## src/rtl/fd_inst_queue.sv

```systemverilog
// rtl/fd_inst_queue.sv - fetch-to-decode instruction queue pairing fetch metadata with SRAM replies
module fd_inst_queue #(
    parameter int          DEPTH = 4,
    parameter logic [31:0] NOP   = 32'h03400000
) (
    input  logic        clk,
    input  logic        rstn,
    input  logic        f_req,
    input  logic [31:0] f_pc,
    input  logic        f_ex,
    input  logic [7:0]  f_ecode,
    input  logic        f_esubcode,
    output logic        q_allowin,
    input  logic [31:0] inst_rdata,
    input  logic        flush,
    input  logic        d_allowin,
    output logic        d_valid,
    output logic [73:0] d_bus
);
    localparam int PW = $clog2(DEPTH);
    localparam int CW = $clog2(DEPTH + 1);

    logic [73:0]   r_entry [DEPTH];
    logic [PW-1:0] r_head;
    logic [PW-1:0] r_tail;
    logic [CW-1:0] r_count;
    logic          r_pend_v;
    logic [31:0]   r_pend_pc;
    logic          r_pend_ex;
    logic [7:0]    r_pend_ecode;
    logic          r_pend_esub;
    logic          r_ex_lock;

    logic [CW:0]   w_occ;
    logic          w_push;
    logic          w_write;
    logic          w_pop;
    logic [73:0]   w_wdata;

    // Credit includes the reply still in flight so the queue can never overflow.
    assign w_occ     = {1'b0, r_count} + (CW+1)'(r_pend_v);
    assign q_allowin = ~r_ex_lock & (w_occ < (CW+1)'(DEPTH)) & ~flush;
    assign d_valid   = (r_count != '0);
    assign d_bus     = d_valid ? r_entry[r_head] : 74'd0;

    assign w_push  = f_req & q_allowin;
    assign w_write = r_pend_v & ~flush;
    assign w_pop   = d_valid & d_allowin & ~flush;
    assign w_wdata = {r_pend_pc, (r_pend_ex ? NOP : inst_rdata),
                      r_pend_ex, r_pend_ecode, r_pend_esub};

    always_ff @(posedge clk) begin
        if (!rstn || flush) begin
            r_head    <= '0;
            r_tail    <= '0;
            r_count   <= '0;
            r_pend_v  <= 1'b0;
            r_ex_lock <= 1'b0;
        end else begin
            r_pend_v <= w_push;
            r_count  <= r_count + CW'(w_write) - CW'(w_pop);
            if (w_write) begin
                r_tail <= r_tail + 1'b1;
                if (r_pend_ex)
                    r_ex_lock <= 1'b1;
            end
            if (w_pop)
                r_head <= r_head + 1'b1;
        end
    end

    // Payload storage needs no reset: validity is carried by r_pend_v and r_count.
    always_ff @(posedge clk) begin
        if (w_push) begin
            r_pend_pc    <= f_pc;
            r_pend_ex    <= f_ex;
            r_pend_ecode <= f_ecode;
            r_pend_esub  <= f_esubcode;
        end
        if (rstn && w_write)
            r_entry[r_tail] <= w_wdata;
    end
endmodule

```

## config.mk

```make
export PLATFORM = sky130hd
export DESIGN_NAME = fd_inst_queue
export DESIGN_NICKNAME = d
export VERILOG_FILES = /design/src/rtl/fd_inst_queue.sv
export SDC_FILE = /design/constraint.sdc
export NUM_CORES = 1
export LEC_CHECK = 0
export CORE_MARGIN = 1
export CORE_UTILIZATION = 25
export CTS_BUF_LIST = sky130_fd_sc_hd__clkbuf_4
export DETAILED_ROUTE_END_ITERATION = 8
export PLACE_DENSITY = 0.39
export SYNTH_ARGS = -nofsm -noshare
export SYNTH_HDL_FRONTEND = slang
export SYNTH_SLANG_ARGS = --single-unit
```

## constraint.sdc

```tcl
create_clock -name clk -period 6 [get_ports clk]
set_clock_uncertainty 0.1 [all_clocks]
set_input_delay 1.2 -clock clk [delete_from_list [all_inputs] [get_ports clk]]
set_output_delay 1.2 -clock clk [all_outputs]
set_load 0.01 [all_outputs]
```

# After elaboration in Yosys (flattened, before gate mapping)
# Memory sizes are Yosys's and may differ from the RTL's. A register that Yosys moved wholly into a read port is not among the register bits.
# Index checks and enable logic that the tools add are counted.
[op_classes]
mux = 6
addsub = 5
n_bitwise = 8
n_reduce_logical = 5
magnitude_cmp = 1
[op_table]
columns = ["op", "n"]
rows = [
  ["2-to-1 mux 74 bit", 1],
  ["2-to-1 mux 32 bit", 1],
  ["AND 1 bit", 6],
  ["adder 2 x 1 -> 2 bit, second input constant", 2],
  ["adder 3 x 1 -> 4 bit", 1],
  ["less-than comparator 4 x 3 -> 1 bit, second input constant", 1],
  ["2-to-1 mux 2 bit", 2],
  ["adder 3 x 1 -> 3 bit", 1],
  ["nonzero test 3 bit", 1],
  ["subtractor 3 x 1 -> 3 bit", 1],
  ["2-to-1 mux 1 bit", 2],
  ["NOT 1 bit", 2],
  ["AND reduction 2 bit", 1],
  ["logical AND 1 bit", 1],
  ["logical NOT 1 bit", 1],
  ["logical OR 1 bit", 1],
]
[word_totals]
memories = 1
input_bits = 79
elab_cells = 35
ram_bits = 296
ff_bits = 51
output_inout_bits = 76
[memory_table]
columns = ["name", "words", "width", "read_ports", "rd_ports_with_merged_regs", "write_ports", "line_no", "source"]
rows = [
  ["r_entry", 4, 74, 1, 1, 1, "23", "logic [73:0] r_entry [DEPTH];"],
]

# Longest topological paths before layout
# Gate-level depths: netlist of run 1.
[depth]
word_depth = 5
mapped_depth = 9
ltp_nobuf = 9

# Worst setup path after synthesis of run 1
# No wires, ideal clock.
[synth_timing]
path_kind = "input port to flip-flop"
startpoint = "input port flush"
endpoint = "register r_pend_ecode[0], enable pin"
slack_ns = 1.244
n_path_buf = 0
required_time_ns = 5.406
cell_stages = 1
arrival_time_ns = 4.162
setup_time_ns = 0.494
path_cell_list = "nor3_1"
[synth_between]
elab_chain_len = 3
[synth_lines]
columns = ["item", "line_no", "source"]
rows = [
  ["start: declaration", "15", "input logic flush,"],
  ["NOT 1 bit", "42", "assign q_allowin = ~r_ex_lock & (w_occ < (CW+1)'(DEPTH)) & ~flush;"],
  ["AND 1 bit", "42", ""],
  ["AND 1 bit", "46", "assign w_push = f_req & q_allowin;"],
  ["end signal: assignment", "77", "r_pend_ecode <= f_ecode;"],
  ["end: declaration", "30", "logic [7:0] r_pend_ecode;"],
]
# No other way between the ends.
# A chain may end at the register's enable or synchronous reset.

==> results of run 1 <==
layout make-up:
class	instances	area share [%]
tap	680	5.11
multi-input combinational	220	16.0
inverter	6	0.135
antenna	1	0.0150
clock inverter	31	0.895
sequential	349	62.4
timing repair buffer	165	9.84
clock buffer	125	5.64
state kept, by name, summed over array words and instances (netlist names), named ones only:
signal        flops
r_count           3
r_pend_ecode      8
r_entry         296
r_pend_ex         1
r_pend_pc        32
r_pend_esub       1
r_tail            2
r_ex_lock         1
r_head            2
r_pend_v          1
synth_stat cells (2+ instances only):
| cell type | count |
|---|---|
| sky130_fd_sc_hd__and2_1 | 74 |
| sky130_fd_sc_hd__and3_1 | 4 |
| sky130_fd_sc_hd__buf_2 | 8 |
| sky130_fd_sc_hd__buf_6 | 7 |
| sky130_fd_sc_hd__clkbuf_1 | 13 |
| sky130_fd_sc_hd__dfxtp_1 | 11 |
| sky130_fd_sc_hd__edfxtp_1 | 338 |
| sky130_fd_sc_hd__ha_1 | 7 |
| sky130_fd_sc_hd__inv_1 | 6 |
| sky130_fd_sc_hd__mux2i_1 | 2 |
| sky130_fd_sc_hd__mux4_2 | 74 |
| sky130_fd_sc_hd__nand2b_1 | 2 |
| sky130_fd_sc_hd__nor2_1 | 10 |
| sky130_fd_sc_hd__nor2b_1 | 30 |
| sky130_fd_sc_hd__nor3_1 | 3 |
| sky130_fd_sc_hd__or2_2 | 3 |
| sky130_fd_sc_hd__xnor2_1 | 2 |
| sky130_fd_sc_hd__xor2_1 | 2 |
power by group:
group	internal [µW]	switching (µW)	leakage (µW)	total, µW
Clock	1000	928	0.000651	1930
Combinational	76.0	56.5	0.00144	133
Sequential	2690	15.3	0.00316	2700
cells by family (layout without fill, tap and decap cells):
| group | count (synthesis) | count (layout) | synth area share, % |
|---|---|---|---|
| adders and majority gates | 8 | 8 | 0.816 |
| xor gates and xnor gates | 4 | 4 | 0.266 |
| DFF | 349 | 349 | 78.6 |
| AOI/OAI and AO/OA | 4 | 4 | 0.218 |
| buffers and inverters | 34 | 327 | 1.44 |
| muxes | 76 | 76 | 12.8 |
| other | 0 | 1 | 0 |
| and+or+nand+nor | 128 | 128 | 5.88 |
metal layers:
metal  vias to the layer above  wire length [µm]
met5                         -                11
met4                         2               596
met3                        45              1680
met2                       183             14200
met1                      3356             13400
li1                       2924                 -
final timing paths:
check	from	endpoint	slack (ns)
max	flip-flop	d_bus[9]	1.30
min reg2reg	r_pend_pc[31]	r_entry[0][73]	0.39
min	r_pend_pc[31]	r_entry[0][73]	0.39
max reg2reg	r_pend_v	r_entry[3][29]	3.38
per-stage QoR:
step	hold slack [ns]	setup slack [ns]	area [µm²]	utilization [%]	cells
floorplan	0.351	1.24	13200	-	603
global route	0.384	0.949	16600	32.2	1577
finish	0.387	1.30	16600	32.2	1577
detailed placement	0.380	1.94	15500	30.1	1420
CTS	0.371	1.05	16600	32.2	1576
global placement	0.370	1.96	15500	30.1	1420
==> reports/qor.tcl, run 1 <==
set qor(status) {complete, no violations}
set qor(power-per-cell-area_nw_per_um2) 286
set qor(clkLatencyLatePin_ns) 0.76
set qor(max_ir_drop_vdd_mv) 0.122
set qor(cts-buffers-inserted) 91
set qor(timing_hold_violations_final) 0
set qor(die_x_um) 232
set qor(vias) 6510
set qor(ys_async_sr_fraction_pct) 0
set qor(clkSlewWorstSetupHoldPaths_ns) 0.07
set qor(global_route_met3_usage_pct) 3.67
set qor(critical_path_peak_fanout) 41
set qor(detail-route-antenna-nets) 0
set qor(global_route.usage.met1_pct) 14.4
set qor(totalWireLength_um) 29800
set qor(post_layout_net_count) 920
set qor(timing.critical_path.slowest_cell_delay_ns) 0.97
set qor(max_cap_viol_count) 0
set qor(initial_utilization_pct) 25.5
set qor(layout.cells.most_common) {sky130_fd_sc_hd__edfxtp_1}
set qor(path_delay_family) {flip-flops}
set qor(worst_hold_depth) 0
set qor(worst-r2r-cell-count) 3
set qor(power_uw) 4770
set qor(initial_antenna_violation_count) 2
set qor(place.gp.congestion) 0.684
set qor(pin_count) 155
set qor(sequential_cell_area_um2) 10400
set qor(max_clock_freq_mhz) 213
set qor(finalSetupTns_ns) 0
set qor(ctsHtreeMaxLevel) 3
set qor(viasPerCell) 4.13
set qor(place.detailed.hpwl_um) 17000
set qor(multi_input_comb_area_um2) 2660
set qor(grt_start_max_net_pins) 63
set qor(io_buffer_count) 154
set qor(worst-setup-path-type) {reg -> out}
set qor(critical_path_s_slowest_cell) {sky130_fd_sc_hd__dfxtp_4}
set qor(row_count) 83
set qor(post_synthesis_sequential_area_ratio_pct) 78.6
set qor(setup_violations) 0
set qor(fp.coreArea_um2) 51700
set qor(setup.worst_path.end_class) {output pin}
set qor(synth_top_area_cell) {sky130_fd_sc_hd__edfxtp_1}
set qor(ys_dominant_reg_cell) {sky130_fd_sc_hd__edfxtp_1}
set qor(mappedNetlistNets) 690
set qor(synth.distinct_cells) 25
set qor(tritoncts_num_sinks) 349
set qor(hold_path_class) {reg -> reg}
set qor(fin_crit_sh_pct) 78.4
set qor(detail_routed_net_length_per_standard_cell_um) 18.9
set qor(cts-hold-fix-buffers) 0
set qor(met2_usage_pct) 17.9
set qor(synth.cell_area_um2) 13200
set qor(num-fill-cells) 5011
set qor(post_synth_edffs) 338
set qor(cts_root_buf) {sky130_fd_sc_hd__clkbuf_4}
set qor(postCtsSetupRepairBufs) 0
set qor(signed_area_change_from_the_synthesized_netlist_to_the_final_layout_pct) 26.1
set qor(chipHeight_um) 232
set qor(synth.top_cell.area_share_pct) 76.9
set qor(top_library_cells_by_usage_in_the_layout_fill_and_taps_aside) {sky130_fd_sc_hd__edfxtp_1, sky130_fd_sc_hd__clkdlybuf4s50_1, sky130_fd_sc_hd__clkbuf_4, sky130_fd_sc_hd__mux4_2, sky130_fd_sc_hd__and2_1}
set qor(pin_slew_with_the_least_headroom_to_its_limit_ns) 1.12
set qor(grt_first_pass_wirelength_um) 44800
set qor(drv_slew) 0
set qor(cts_tree) {done}
set qor(ys.warnings.count) 0
set qor(route.detailed.drc) 0
set qor(synthCells) 603
set qor(timing.critical_path.arrival_ns) 3.40
set qor(postSynthRegisterBits) 349
set qor(grt-busiest-layer) {met2}
set qor(die_area_um2) 53700
set qor(drt_iter0_markers) 332
set qor(postSynthAreaPerCell_um2) 21.9
set qor(period_needed_ns) 4.70
set qor(drive_gt1_share_pct) 25.4
set qor(rsz0062_at_grt) {no}
set qor(slew-limit-headroom_pct) 25.5
set qor(critical_path.cell_chain) {buf_12, mux4_2, and2_1, clkdlybuf4s50_1}
set qor(worst-path-buf-inv) 2
set qor(globalRoute.totalOverflow) 0
set qor(drt-pass1-iter-count) 4
set qor(worstPathRequired_ns) 4.70
set qor(post_cts_resized) 0
set qor(synth_area_leaders) {sky130_fd_sc_hd__edfxtp_1, sky130_fd_sc_hd__mux4_2, sky130_fd_sc_hd__and2_1}
set qor(clock_path_buffers) 3
set qor(p_leak_uw) 0.00525
set qor(worst_setup_path_start_kind) {flip-flop}
set qor(globalRouteTotalUtil_pct) 11.4
set qor(critical_path_cell_count) 4
set qor(via_count_of_the_first_global_routing_pass) 7382
(Power assumes the default switching activity.)
==> run 2, diff against run 1 <==
- clock period: 6 -> 4.4 ns (I/O delays scaled with it)
==> reports/qor.tcl, run 2 (synthesis gave the netlist of run 1 again) <==
set qor(timing_hold_violations_final) 0 ;# unchanged
set qor(registers.top_by_ff_count) {r_entry}
set qor(cts-hold-fix-buffers) 0 ;# unchanged
set qor(startpoint) {r_count[1]}
set qor(grt_first_pass_wirelength_um) 45700 ;# +2.0%
set qor(route.detailed.drc) 0 ;# unchanged
set qor(worst_hold_depth) 0 ;# unchanged
set qor(via_count_of_the_first_global_routing_pass) 7529 ;# +2.0%
set qor(totalWireLength_um) 30300 ;# +1.5%
set qor(post_cts_resized) 0 ;# unchanged
set qor(place.gp.congestion) 0.693 ;# +1.4%
set qor(drv_slew) 0 ;# unchanged
set qor(post_layout_net_count) 924 ;# +0.43%
set qor(cts_tree) {done}
set qor(worst-setup-path-type) {reg -> out}
set qor(layout.cells.most_common) {sky130_fd_sc_hd__edfxtp_1}
set qor(non_filler_cells_final) 1595 ;# +1.1%
set qor(max_ir_drop_vdd_mv) 0.129 ;# +6.5%
set qor(ctsHtreeMaxLevel) 3 ;# unchanged
set qor(critical_path_cell_count) 4 ;# unchanged
set qor(rsz0062_at_grt) {no}
set qor(globalRouteTotalUtil_pct) 11.6 ;# +0.21 points
set qor(viasPerCell) 4.14 ;# +0.19%
set qor(setup_violations) 0 ;# unchanged
set qor(place_inst) 1421 ;# +0.070%
set qor(critical_path_peak_fanout) 48 ;# +17%
set qor(route.met3.wl_um) 1980 ;# +18%
set qor(tritoncts_num_sinks) 349 ;# unchanged
set qor(initial_utilization_pct) 25.5 ;# unchanged
set qor(worstPathRequired_ns) 3.42 ;# -1.28 ns
set qor(clock_path_buffers) 3 ;# unchanged
set qor(power-per-cell-area_nw_per_um2) 400 ;# +40%
set qor(final_core_utilization_pct) 32.7 ;# +0.50 points
set qor(grt_start_max_net_pins) 49 ;# -22%
set qor(top_library_cells_by_usage_in_the_layout_fill_and_taps_aside) {sky130_fd_sc_hd__edfxtp_1, sky130_fd_sc_hd__clkdlybuf4s50_1, sky130_fd_sc_hd__clkbuf_4, sky130_fd_sc_hd__mux4_2, sky130_fd_sc_hd__and2_1}
set qor(row_count) 83 ;# unchanged
set qor(die_x_um) 232 ;# unchanged
set qor(hold_path_class) {reg -> reg}
set qor(met1_length_um) 13400 ;# -0.11%
set qor(place.detailed.hpwl_um) 18100 ;# +6.5%
set qor(r2r-start) {r_pend_v}
set qor(cts_root_buf) {sky130_fd_sc_hd__clkbuf_4}
set qor(globalRoute.totalOverflow) 0 ;# unchanged
set qor(finalHoldWorstSlack_ns) 0.392 ;# +0.00521 ns
set qor(pin_slew_with_the_least_headroom_to_its_limit_ns) 0.609 ;# -0.509 ns
set qor(fin_crit_sh_pct) 89.7
set qor(detail-route-antenna-nets) 0 ;# unchanged
set qor(worst-r2r-cell-count) 3 ;# unchanged
set qor(clkLatencyLatePin_ns) 0.77 ;# about the same
set qor(vias) 6597 ;# +1.3%
set qor(largest_reg_flops) 296 ;# unchanged
set qor(status) {complete, no violations}
set qor(postCtsSetupRepairBufs) 0 ;# unchanged
set qor(die_area_um2) 53700 ;# unchanged
set qor(detail_routed_net_length_per_standard_cell_um) 19.0 ;# +0.35%
set qor(cts-buffers-inserted) 94 ;# +3.3%
set qor(top_layer_used) {met4}
set qor(holdCritStartpoint) {r_pend_pc[1]}
set qor(period_needed_ns) 3.95
set qor(p_leak_uw) 0.00536 ;# +2.1%
set qor(routed-wl-met2_um) 14300 ;# +1.0%
set qor(drt-pass1-iter-count) 4 ;# unchanged
set qor(clkSlewWorstSetupHoldPaths_ns) 0.07 ;# about the same
set qor(worst-path-buf-inv) 2 ;# unchanged
set qor(max_clock_freq_mhz) 253
set qor(signed_area_change_from_the_synthesized_netlist_to_the_final_layout_pct) 28.0
set qor(drive_gt1_share_pct) 27.3 ;# +1.8 points
set qor(drt_iter0_markers) 312 ;# -6.0%
set qor(biggestRegsByFlops) {r_entry x296, r_pend_pc x32, r_pend_ecode x8}
set qor(timing.critical_path.arrival_ns) 2.97 ;# -0.43 ns
set qor(slew-limit-headroom_pct) 59.4 ;# +34 points
set qor(finalSetupTns_ns) 0 ;# unchanged
set qor(setup.worst_path.end_class) {output pin}
set qor(io_buffer_count) 154 ;# unchanged
set qor(critical_path.cell_chain) {or3_2, buf_12, and2_1, clkdlybuf4s50_1}
set qor(critical_path_s_slowest_cell) {sky130_fd_sc_hd__or3_2}
set qor(pin_count) 155 ;# unchanged
set qor(power_uw) 6760 ;# +42%
set qor(chipHeight_um) 232 ;# unchanged
set qor(path_delay_family) {simple AND/OR/NAND/NOR gates}
set qor(initial_antenna_violation_count) 3 ;# +1
set qor(max_cap_viol_count) 0 ;# unchanged
set qor(timing.critical_path.slowest_cell_delay_ns) 0.80 ;# -0.17 ns
set qor(worst_setup_path_start_kind) {flip-flop}
set qor(fp.coreArea_um2) 51700 ;# unchanged
==> run 2: changes by cell type in the layout (fill, tap and decap cells not counted), sizes merged <==
| cell | previous run | this run |
|---|---|---|
| clkbuf | 125 | 139 |
| inv | 7 | 8 |
| bufinv | 1 | 2 |
| diode | 1 | 2 |
| buf | 11 | 12 |
| clkinv | 29 | 27 |
| clkinvlp | 0 | 2 |
==> run 2: worst reg2reg max path: cells and delay by family (launching register included) <==
family | cells | cell delay (ns)
DFF | 1 | 0.44
and+or+nand+nor | 2 | 0.98
buffers and inverters | 1 | 0.38
==> run 2: path summary, 6_finish.rpt <==
check,slack [ns],end
worst max register to register,2.10,r_entry[3][50]
worst max-delay path,0.45,d_bus[42]
worst min register to register,0.39,r_entry[1][43]
worst min-delay path,0.39,r_entry[1][43]
==> run 2: routing by layer <==
layer  vias to the layer above  global-route usage, %
li1                       2964                      -
met3                        52                   3.29
met5                         -                      0
met4                         0                   5.12
met1                      3373                   14.7
met2                       208                   18.6
==> run 2: per-stage QoR <==
| step | setup slack (ns) | area, µm² |
|---|---|---|
| 2_1_floorplan | 0.943 | 13200 |
| 3_3_place_gp | 1.16 | 15600 |
| 3_5_place_dp | 1.12 | 15600 |
| 4_1_cts | 0.273 | 16900 |
| 5_1_grt | 0.242 | 16900 |
| 6_report | 0.455 | 16900 |
==> run 2: power breakdown <==
group | internal [µW] | switching (µW)
sequential | 3660 | 21.8
combinational | 106 | 78.2
clock | 1570 | 1320
total | 5340 | 1420
==> run 2: final cells by class <==
cell class                 instances  area [µm²]
timing repair buffer             166        1730
clock inverter                    33         196
multi-input combinational        220        2670
clock buffer                     139        1040
sequential                       349       10400
inverter                           6        22.5
antenna                            2        5.00
tap                              680         851
fill                            5068       34800
==> run 3, diff against run 2 <==
- GPL_ROUTABILITY_DRIVEN: unset -> 0
- PLACE_DENSITY: 0.39 -> 0.48
==> reports/qor.tcl, run 3 (synthesis gave the netlist of run 1 again) <==
set qor(die_area_um2) 53700 ;# unchanged
set qor(dp_worst_setup_slack_ns) 1.07 ;# -0.0475 ns
set qor(max_ir_drop_vdd_mv) 0.170 ;# +31%
set qor(detail_routed_net_length_per_standard_cell_um) 18.5 ;# -2.5%
set qor(place.detailed.hpwl_um) 16100 ;# -11%
set qor(route.detailed.drc) 0 ;# unchanged
set qor(layout.cells.most_common) {sky130_fd_sc_hd__edfxtp_1}
set qor(die_x_um) 232 ;# unchanged
set qor(clkSlewWorstSetupHoldPaths_ns) 0.06 ;# about the same
set qor(via_count_of_the_first_global_routing_pass) 7252 ;# -3.7%
set qor(finalSetupTns_ns) 0 ;# unchanged
set qor(status) {complete, no violations}
set qor(rsz0062_at_grt) {no}
set qor(signed_area_change_from_the_synthesized_netlist_to_the_final_layout_pct) 27.5
set qor(post_layout_net_count) 924 ;# unchanged
set qor(globalRouteTotalUtil_pct) 11.3 ;# -0.36 points
set qor(row_count) 83 ;# unchanged
set qor(clkLatencyLatePin_ns) 0.79 ;# +0.02 ns
set qor(drt-pass1-iter-count) 4 ;# unchanged
set qor(hold_critical_path_endpoint) {r_entry[2][57]}
set qor(post_cts_resized) 0 ;# unchanged
set qor(initial_antenna_violation_count) 4 ;# +1
set qor(clock_path_buffers) 3 ;# unchanged
set qor(setup_ws_ns) 0.426 ;# -0.0286 ns
set qor(max_clock_freq_mhz) 252 ;# -0.72%
set qor(largest_reg_flops) 296 ;# unchanged
set qor(timing.critical_path.arrival_ns) 2.99 ;# +0.02 ns
set qor(period_needed_ns) 3.97 ;# +0.0286 ns
set qor(cts-buffers-inserted) 95 ;# +1.1%
set qor(initial_utilization_pct) 25.5 ;# unchanged
set qor(cts_root_buf) {sky130_fd_sc_hd__clkbuf_4}
set qor(timing_hold_violations_final) 0 ;# unchanged
set qor(power-per-cell-area_nw_per_um2) 396 ;# -0.92%
set qor(max_cap_viol_count) 0 ;# unchanged
set qor(placement.cell_area_um2) 15600 ;# -0.18%
set qor(worst_setup_path_start_kind) {flip-flop}
set qor(r2r-end) {r_entry[0][43]}
set qor(grt_first_pass_wirelength_um) 44200 ;# -3.1%
set qor(r2r-start) {r_pend_v}
set qor(cts_tree) {done}
set qor(viasPerCell) 4.08 ;# -1.3%
set qor(setup.worst_path.end_class) {output pin}
set qor(worstPathRequired_ns) 3.42 ;# about the same
set qor(ff2ff_setup_slack_ns) 2.06 ;# -0.04 ns
set qor(pin_count) 155 ;# unchanged
set qor(drt_iter0_markers) 338 ;# +8.3%
set qor(grt_start_max_net_pins) 76 ;# +55%
set qor(tritoncts_num_sinks) 349 ;# unchanged
set qor(p_leak_uw) 0.00533 ;# -0.48%
set qor(cts-hold-fix-buffers) 0 ;# unchanged
set qor(critical_path_peak_fanout) 74 ;# +54%
set qor(top_library_cells_by_usage_in_the_layout_fill_and_taps_aside) {sky130_fd_sc_hd__edfxtp_1, sky130_fd_sc_hd__clkdlybuf4s50_1, sky130_fd_sc_hd__clkbuf_4, sky130_fd_sc_hd__mux4_2, sky130_fd_sc_hd__and2_1}
set qor(worst-r2r-cell-count) 3 ;# unchanged
set qor(holdCritStartpoint) {r_pend_pc[15]}
set qor(postCtsSetupRepairBufs) 0 ;# unchanged
set qor(worst-setup-path-type) {reg -> out}
set qor(io_buffer_count) 154 ;# unchanged
set qor(detail-route-antenna-nets) 0 ;# unchanged
set qor(fin_crit_sh_pct) 90.3 ;# +0.65 points
set qor(setup_violations) 0 ;# unchanged
set qor(drive_gt1_share_pct) 27.7 ;# +0.46 points
set qor(registers.top_by_ff_count) {r_entry}
set qor(totalWireLength_um) 29400 ;# -2.9%
set qor(chipHeight_um) 232 ;# unchanged
set qor(fp.coreArea_um2) 51700 ;# unchanged
set qor(globalRoute.totalOverflow) 0 ;# unchanged
set qor(worst_hold_depth) 0 ;# unchanged
set qor(vias) 6488 ;# -1.7%
set qor(drv_slew) 0 ;# unchanged
set qor(post-route-cell-area_um2) 16800 ;# -0.46%
set qor(slew-limit-headroom_pct) 44.2 ;# -15 points
set qor(biggestRegsByFlops) {r_entry x296, r_pend_pc x32, r_pend_ecode x8}
set qor(pin_slew_with_the_least_headroom_to_its_limit_ns) 0.838 ;# +0.228 ns
set qor(hold_path_class) {reg -> reg}
set qor(ctsHtreeMaxLevel) 3 ;# unchanged
==> run 3: cell count changes in the layout (fill, tap and decap cells not counted), moves of 2 or more <==
cell	delta
sky130_fd_sc_hd__clkbuf_4	+10
sky130_fd_sc_hd__clkinv_2	-3
sky130_fd_sc_hd__clkinv_1	-10
sky130_fd_sc_hd__bufinv_16	-2
sky130_fd_sc_hd__diode_2	+2
sky130_fd_sc_hd__buf_12	-2
==> run 3: power by group <==
| part | switching [µW] | leakage, µW | internal, µW |
|---|---|---|---|
| logic | 80.5 | 0.00145 | 104 |
| registers | 18.1 | 0.00316 | 3660 |
| clock network | 1280 | 0.000722 | 1520 |
| total | 1370 | 0.00533 | 5290 |
==> run 3: stage by stage <==
step | utilization, % | instances | hold slack (ns) | total power (µW)
3_5_place_dp | 30.2 | 1420 | 0.386 | 3940
5_1_grt | 32.5 | 1589 | 0.408 | 7010
4_1_cts | 32.5 | 1585 | 0.375 | 6820
3_3_place_gp | 30.2 | 1420 | 0.380 | 3940
6_report | 32.5 | 1589 | 0.384 | 6660
2_1_floorplan | - | 603 | 0.351 | 3810
==> run 3: cell type report <==
type,instances,area [µm²]
antenna,4,10.0
clock buffer,149,1120
clock inverter,16,67.6
fill,5057,34900
inverter,6,22.5
multi-input combinational,220,2670
sequential,349,10400
tap,680,851
timing repair buffer,165,1700
==> run 3: how the worst max path moves through the flow <==
stage | cells past startpoint | to | slack [ns]
after global placement | 4 | r_entry[0][51] | 1.09
after detailed placement | 4 | r_entry[0][51] | 1.07
after global routing | 4 | d_bus[19] | 0.19
after floorplan | 2 | r_entry[1][0] | 0.94
final | 4 | d_bus[73] | 0.43
after CTS | 4 | d_bus[53] | 0.26
==> run 3: worst max-delay path, cell delays in order (launching register included) <==
cell	delay, ns
sky130_fd_sc_hd__dfxtp_4	0.35
sky130_fd_sc_hd__buf_12	0.50
sky130_fd_sc_hd__mux4_2	0.59
sky130_fd_sc_hd__and2_1	0.20
sky130_fd_sc_hd__clkdlybuf4s50_1	0.49
==> run 3: per-layer routing <==
layer  GRT usage (%)  vias to the layer above  wire (µm)
met3            3.72                       62       1720
met2            18.6                      202      14500
met4            4.42                        0        641
met5               0                        -          0
met1            13.7                     3280      12500
li1                -                     2944          -
